===== src/rtl/mem_axi_lite_master.sv =====
// Mem-interface to AXI4-Lite master bridge with independent write and read FSMs.
// Optional macro AXI_RESP_CHECK_EN: a non-OKAY B/R response sets a sticky axi_err flag.
module mem_axi_lite_master #(
    parameter int ADDR_WIDTH = 64,
    parameter int DATA_WIDTH = 64,
    localparam int STRB_WIDTH = DATA_WIDTH / 8
) (
    input  logic                  clk,
    input  logic                  rstn,
    input  logic                  mem_wen,
    input  logic [ADDR_WIDTH-1:0] mem_waddr,
    input  logic [DATA_WIDTH-1:0] mem_wdata,
    input  logic [STRB_WIDTH-1:0] mem_wmask,
    output logic                  mem_wvalid,
    input  logic                  mem_ren,
    input  logic [ADDR_WIDTH-1:0] mem_raddr,
    output logic [DATA_WIDTH-1:0] mem_rdata,
    output logic                  mem_rvalid,
    output logic [ADDR_WIDTH-1:0] m_awaddr,
    output logic [2:0]            m_awprot,
    output logic                  m_awvalid,
    input  logic                  m_awready,
    output logic [DATA_WIDTH-1:0] m_wdata,
    output logic [STRB_WIDTH-1:0] m_wstrb,
    output logic                  m_wvalid,
    input  logic                  m_wready,
    input  logic [1:0]            m_bresp,
    input  logic                  m_bvalid,
    output logic                  m_bready,
    output logic [ADDR_WIDTH-1:0] m_araddr,
    output logic [2:0]            m_arprot,
    output logic                  m_arvalid,
    input  logic                  m_arready,
    input  logic [DATA_WIDTH-1:0] m_rdata,
    input  logic [1:0]            m_rresp,
    input  logic                  m_rvalid,
    output logic                  m_rready,
    output logic                  axi_err,
    output logic [1:0]            debug_wstate,
    output logic [1:0]            debug_rstate
);

    localparam logic [1:0] ST_IDLE = 2'd0;
    localparam logic [1:0] ST_ADDR = 2'd1;
    localparam logic [1:0] ST_RESP = 2'd2;
    localparam logic [1:0] ST_DONE = 2'd3;

    logic [1:0] wstate;
    logic [1:0] rstate;

    assign m_awprot     = 3'b000;
    assign m_arprot     = 3'b000;
    assign mem_wvalid   = (wstate == ST_DONE);
    assign mem_rvalid   = (rstate == ST_DONE);
    assign debug_wstate = wstate;
    assign debug_rstate = rstate;

    // AW and W may complete in either order; leave ADDR once neither is still pending.
    always_ff @(posedge clk or negedge rstn) begin
        if (!rstn) begin
            wstate    <= ST_IDLE;
            m_awaddr  <= '0;
            m_wdata   <= '0;
            m_wstrb   <= '0;
            m_awvalid <= 1'b0;
            m_wvalid  <= 1'b0;
            m_bready  <= 1'b0;
        end else begin
            case (wstate)
                ST_IDLE: begin
                    if (mem_wen) begin
                        m_awaddr  <= mem_waddr;
                        m_wdata   <= mem_wdata;
                        m_wstrb   <= mem_wmask;
                        m_awvalid <= 1'b1;
                        m_wvalid  <= 1'b1;
                        wstate    <= ST_ADDR;
                    end
                end
                ST_ADDR: begin
                    if (m_awvalid && m_awready) m_awvalid <= 1'b0;
                    if (m_wvalid && m_wready) m_wvalid <= 1'b0;
                    if ((!m_awvalid || m_awready) && (!m_wvalid || m_wready)) begin
                        m_bready <= 1'b1;
                        wstate   <= ST_RESP;
                    end
                end
                ST_RESP: begin
                    if (m_bvalid) begin
                        m_bready <= 1'b0;
                        wstate   <= ST_DONE;
                    end
                end
                default: wstate <= ST_IDLE;
            endcase
        end
    end

    always_ff @(posedge clk or negedge rstn) begin
        if (!rstn) begin
            rstate    <= ST_IDLE;
            m_araddr  <= '0;
            m_arvalid <= 1'b0;
            m_rready  <= 1'b0;
            mem_rdata <= '0;
        end else begin
            case (rstate)
                ST_IDLE: begin
                    if (mem_ren) begin
                        m_araddr  <= mem_raddr;
                        m_arvalid <= 1'b1;
                        rstate    <= ST_ADDR;
                    end
                end
                ST_ADDR: begin
                    if (m_arready) begin
                        m_arvalid <= 1'b0;
                        m_rready  <= 1'b1;
                        rstate    <= ST_RESP;
                    end
                end
                ST_RESP: begin
                    if (m_rvalid) begin
                        mem_rdata <= m_rdata;
                        m_rready  <= 1'b0;
                        rstate    <= ST_DONE;
                    end
                end
                default: rstate <= ST_IDLE;
            endcase
        end
    end

`ifdef AXI_RESP_CHECK_EN
    // Sticky until reset; data is still forwarded on an error response.
    always_ff @(posedge clk or negedge rstn) begin
        if (!rstn) begin
            axi_err <= 1'b0;
        end else if ((m_bvalid && m_bready && (m_bresp != 2'b00)) ||
                     (m_rvalid && m_rready && (m_rresp != 2'b00))) begin
            axi_err <= 1'b1;
        end
    end
`else
    logic unused_resp;
    assign unused_resp = ^{m_bresp, m_rresp};
    assign axi_err     = 1'b0;
`endif

endmodule


===== config.mk =====
export PLATFORM = sky130hd
export DESIGN_NAME = mem_axi_lite_master
export DESIGN_NICKNAME = d
export VERILOG_FILES = /design/src/rtl/mem_axi_lite_master.sv
export SDC_FILE = /design/constraint.sdc
export NUM_CORES = 1
export LEC_CHECK = 0
export ABC_AREA = 1
export BUFFER_PORTS_ARGS = -buffer_cell sky130_fd_sc_hd__buf_2
export CORE_AREA = 5 5 216 218
export CTS_CLUSTER_SIZE = 10
export DETAILED_ROUTE_END_ITERATION = 8
export DIE_AREA = 0 0 221 223
export GPL_TIMING_DRIVEN = 0
export SLEW_MARGIN = 20
export SYNTH_ARGS = -nofsm -noshare
export SYNTH_HDL_FRONTEND = slang
export SYNTH_SLANG_ARGS = --single-unit

===== constraint.sdc =====
create_clock -name clk -period 1.4 [get_ports clk]
set_input_delay 0.42 -clock clk [delete_from_list [all_inputs] [get_ports clk]]
set_output_delay 0.42 -clock clk [all_outputs]
set_load 0.05 [all_outputs]

==> impl_metrics.toml, run 1 <==
[clock_tree]
cts_tree = "yes"
cts.clk_slew.worst_paths_ns = 0.06
cts_made_buffers = 31
htreeDepth = 1
clk_latency_ns = 0.56
clock-sinks = 273
cts-root-buf = "clkbuf_16"
clock_path_buffers = 3

[floorplan]
pin_count = 559
initial_core_util_pct = 23.55
dieArea_um2 = 49280
die_w_um = 221
core.rowCount = 78
fp.coreArea_um2 = 44700
die_y_um = 223

[sta]
fin_worst_skew_ns = 0.01313
fin_crit_sh_pct = 125.3
whs_ns = -0.1154
timing.final.ws_setup_ns = -0.3539
report.final.hold_viol_count = 84
fin_setup_tns_ns = -84.60
relSlewSlack_pct = 54.41
fin_crit_ns = 1.754
rsz0062_at_grt = "true"
maxClockFrequency_mhz = 570.2
worst_pin_slew_ns = 0.6838
maxSlewViolCount = 0
setup_viol = 538

[detailed_routing]
num_vias = 10750
wl_per_cell_um = 17.19
drt_iter0_drc = 540
ant_nets = 0
first_pass_iters = 5
drc = 0
wl_um = 43480
drt-vias-per-instance = 4.249

[finish]
final_nets = 2208
layout-drive-gt1-share_pct = 50.18
fillCellCount = 4171
syn2layout_area_growth_pct = 84.80

[critical_path]
start_kind = "flop"
critPathKind = "reg2out"
path_cells = "ha_4 > buf_12"
rrSetupSlack_ns = -0.34
cp_num_buf_inv = 1
cp.arrival_ns = 1.33
cp-end-kind = "output port"
cp_slowest_stage_delay_ns = 0.44
crit_required_ns = 0.98
cp_slowest_cell = "dfrtp_2"
cpLargestDelayFamily = "flip-flops"
path_max_fanout = 3

[yosys]
ys_seq_area_share_pct = 64.89
synth_warnings = 0
synth_area_per_cell_um2 = 8.788
netlist_area_um2 = 10530
synth_seq_cells = 273
yosysUniqueCellTypes = 18
syn_inst = 1198

[min_path]
hold_path_class = "in2async"

[global_routing]
grt_overflow = 0
first_global_vias = 10720
gr-usage-all-layers_pct = 15.18
antenna_found_initial = 5
grt_max_degree = 96
grt_pass1_wl_um = 60510

[placed_design]
dpl.hpwl_um = 29180
gp_congestion = 0.9373
port-buffer-count = 547

[outcome]
status = "complete, but fails checks"
violations = "negative hold slack, negative setup slack"

[run]
drv_cap = 0

[power]
peakVddDrop_mv = 1.580
powerDensity_nw_per_um2 = 2983
fin_total_pwr_mw = 58.04
p_leak_nw = 10.62
==> area by class of cell <==
type	count	area, µm²	area share, %
Sequential cell	273	6838	35.15
Timing Repair Buffer	691	6183	31.78
Multi-Input combinational cell	851	4054	20.84
Clock buffer	38	822.0	4.225
Tap cell	600	750.7	3.859
Buffer	57	693.2	3.563
Inverter	17	108.9	0.5595
Antenna cell	2	5.005	0.02573
==> report_power, final <==
group | internal (mW) | switching [mW] | total (mW)
logic | 14.1 | 22.2 | 36.2
clock network | 4.01 | 3.04 | 7.06
registers | 11.7 | 3.09 | 14.8
total | 29.7 | 28.3 | 58.0
==> sequential cells by signal, indices dropped and copies added (netlist names), 2 cells and up <==
register / flops
m_araddr: 64
m_awaddr: 64
m_wdata: 64
mem_rdata: 64
m_wstrb: 8
debug_rstate: 2
debug_wstate: 2
==> through the flow <==
| step | utilization [%] | instances | worst slack [ns] | hold slack, ns | cell area, µm² |
|---|---|---|---|---|---|
| after CTS | 37.64 | 2447 | -0.3898 | -0.1103 | 16820 |
| after detailed placement | 31.79 | 2353 | -0.7472 | 0.4592 | 14210 |
| after floorplan | - | 1204 | -0.03338 | 0.1244 | 10660 |
| after global placement | 31.64 | 2351 | -5.678 | 0.4576 | 14140 |
| final | 43.53 | 2529 | -0.3539 | -0.1154 | 19450 |
| after global routing | 43.52 | 2528 | -0.4103 | -0.07898 | 19450 |
==> worst paths after layout <==
check / startpoint / to / depth (start not counted)
max: debug_rstate[0] / mem_rvalid / 2
max reg2reg: debug_wstate[1] / m_wdata[13] / 12
min: rstn / m_wdata[9] / 1
min reg2reg: m_araddr[18] / m_araddr[18] / 2
max in group asynchronous: rstn / mem_rdata[56] / 2
min in group clk: m_rdata[6] / mem_rdata[6] / 3
==> repair_timing <==
| action | 4_1_cts | 5_1_grt |
|---|---|---|
| endpoints found under the hold margin | 84 | 84 |
| setup endpoints to repair | 536 | 544 |
| gates cloned | 11 | 10 |
| pin swaps | 14 | 59 |
| setup buffers | 45 | 81 |
| resized for setup | 321 | 802 |
==> Yosys cell counts <==
| cell type | number | share of area [%] |
|---|---|---|
| o21ai_0 | 5 | 0.24 |
| inv_1 | 15 | 0.53 |
| dfrtp_1 | 273 | 65 |
| nand2_1 | 811 | 29 |
| buf_2 | 49 | 2.3 |
| a31oi_1 | 1 | 0.059 |
| ha_1 | 9 | 1.1 |
| o21bai_1 | 1 | 0.071 |
| buf_4 | 10 | 0.71 |
| buf_6 | 2 | 0.21 |
| clkbuf_1 | 2 | 0.071 |
| nand3_1 | 5 | 0.24 |
| conb_1 | 1 | 0.036 |
| nor2_1 | 6 | 0.21 |
| nand4_1 | 3 | 0.18 |
| or2_1 | 1 | 0.059 |
| a21oi_1 | 2 | 0.095 |
| inv_2 | 2 | 0.071 |
==> cells in the final DEF, fill, tap and decap left out, types with 4 or more instances in the layout <==
cell type,synthesis,final
clkbuf_16,0,41
nor2_1,6,5
conb_1,1,7
clkbuf_1,2,5
dfrtp_2,0,5
buf_8,0,22
o21ai_1,0,4
nand2_4,0,41
nand2_1,811,647
ha_4,0,6
buf_16,0,10
buf_6,2,301
buf_2,49,276
inv_1,15,9
buf_12,0,22
buf_4,10,105
dfrtp_1,273,268
nand2_2,0,120
==> logic make-up (layout without fill, tap and decap cells) <==
logic type               Yosys count  in the layout  share of synthesized area, %
other                              1              9                       0.03562
flip-flops                       273            273                         64.89
AO/OA/AOI/OAI                      9              9                        0.4635
buffers and inverters             80            803                         3.934
AND/OR/NAND/NOR                  826            826                         29.61
adder cells (fa/ha/maj)            9              9                         1.070
==> layer usage <==
layer | global-route usage [%] | part of all wire [%] | up-vias
met4 | 6.102 | 3.9 | 4
li1 | - | - | 5023
met1 | 17.56 | 37 | 5112
met3 | 4.803 | 8.4 | 108
met5 | 0 | 0.062 | -
met2 | 26.22 | 51 | 499
(Power assumes the default switching activity.)
==> inputs of run 2 (changes only) <==
- CORE_AREA: 5 5 216 218 -> 5 5 215 217
- DIE_AREA: 0 0 221 223 -> 0 0 220 222
- clock period: 1.4 -> 2.25 ns (I/O delays scaled with it)
==> impl_metrics.toml, run 2 (same netlist as run 1, synthesis figures left out) <==
[floorplan]
dieArea_um2 = 48840
pin_count = 559
die_w_um = 220
fp.coreArea_um2 = 43930
core.rowCount = 77
die_y_um = 222
initial_core_util_pct = 23.96

[clock_tree]
clk_latency_ns = 0.56
clock-sinks = 273
htreeDepth = 1
postCtsHoldBufs = 0
cts.clk_slew.worst_paths_ns = 0.06
cts_tree = "yes"
cts_setup_buffers = 0
cts-root-buf = "clkbuf_16"
cts_made_buffers = 31
post_cts_resized = 0
clock_path_buffers = 3

[detailed_routing]
first_pass_iters = 5
ant_nets = 0
drt_iter0_drc = 588
num_vias = 9668
wl_um = 36500
wl_per_cell_um = 15.30
drc = 0
drt-vias-per-instance = 4.054

[placed_design]
place_area_um2 = 14090
gp_congestion = 0.8253
port-buffer-count = 547
dpl.hpwl_um = 28700

[sta]
fin_crit_sh_pct = 95.47
relSlewSlack_pct = 47.75
setup_viol = 0
maxSlewViolCount = 0
fin_worst_skew_ns = 0.01612
rsz0062_at_grt = "false"
worst_pin_slew_ns = 0.7837
fin_crit_ns = 2.148
report.final.hold_viol_count = 0
maxClockFrequency_mhz = 465.5
fin_setup_tns_ns = 0

[min_path]
hold_path_class = "in2async"

[global_routing]
grt_overflow = 0
grt_pass1_wl_um = 55210
antenna_found_initial = 5
gr-usage-all-layers_pct = 14.00
first_global_vias = 9850
grt_max_degree = 98

[critical_path]
cp-end-kind = "output port"
crit_required_ns = 1.57
path_max_fanout = 6
critPathKind = "reg2out"
cp.arrival_ns = 1.47
start_kind = "flop"

[power]
peakVddDrop_mv = 0.8404
p_leak_nw = 8.893
powerDensity_nw_per_um2 = 1904

[outcome]
status = "complete, no violations"

[finish]
final_area_um2 = 14900
syn2layout_area_growth_pct = 41.54
layout-drive-gt1-share_pct = 35.90
final_cell_mix = "nand2_1 (811), buf_2 (595), dfrtp_1 (273)"
final_nets = 2072
final_common_cell = "nand2_1"

[run]
drv_cap = 0
==> run 2: cell count changes in the layout (fill, tap and decap cells not counted), sizes merged <==
cell,delta
clkbuf,-10
inv,+2
clkinv,-2
buf,-126
==> run 2: report_power, final <==
part           leakage [nW]  total, mW  switching (mW)  internal [mW]
registers              3.40       8.48            1.25           7.23
logic                  5.11       15.6            12.3           3.27
clock network         0.390       4.28            1.84           2.44
total                  8.89       28.4            15.4           12.9
==> run 2: final cells by class <==
type | instances | area (µm²)
Buffer | 63 | 350.3
Tap cell | 592 | 740.7
Clock buffer | 38 | 802.0
Antenna cell | 2 | 5.005
Fill cell | 4688 | 29030
Sequential cell | 273 | 6832
Inverter | 17 | 63.81
Multi-Input combinational cell | 851 | 3304
Timing Repair Buffer | 549 | 2803
==> run 2: path summary, 6_finish.rpt <==
path	start	slack, ns	end	cells after the start
setup / recovery	debug_rstate[0]	0.10	mem_rvalid	2
hold / removal	rstn	0.14	m_awaddr[39]	1
setup reg to reg	debug_rstate[0]	0.26	mem_rdata[56]	7
hold reg to reg	m_awaddr[58]	0.47	m_awaddr[58]	2
max in group asynchronous	rstn	1.16	m_araddr[63]	2
min in group clk	mem_waddr[55]	0.31	m_awaddr[55]	3
==> run 2: per-stage QoR <==
step | hold WS, ns | utilization [%] | total power, mW | worst slack [ns] | cells
6_report | 0.1382 | 33.92 | 28.36 | 0.1019 | 2385
5_1_grt | 0.1657 | 33.91 | 30.05 | 0.01565 | 2384
4_1_cts | 0.1241 | 33.91 | 28.74 | 0.07008 | 2383
3_5_place_dp | 0.4602 | 32.08 | 24.30 | 0.1089 | 2345
3_3_place_gp | 0.4573 | 31.93 | 24.07 | -4.605 | 2343
2_1_floorplan | 0.3794 | - | 19.88 | 0.3447 | 1204
==> run 2: worst max-delay path, stage by stage (launching register included) <==
cell	delay, ns
dfrtp_1	0.48
ha_1	0.19
buf_2	0.26
==> run 2: routing by layer <==
metal  global-route usage [%]  routed length (µm)  vias to the layer above
li1                         -                   -                     4746
met1                    16.26               13910                     4468
met2                    24.44               17900                      377
met3                    4.698                3579                       73
met4                    4.127                1077                        4
met5                        0                  27                        -
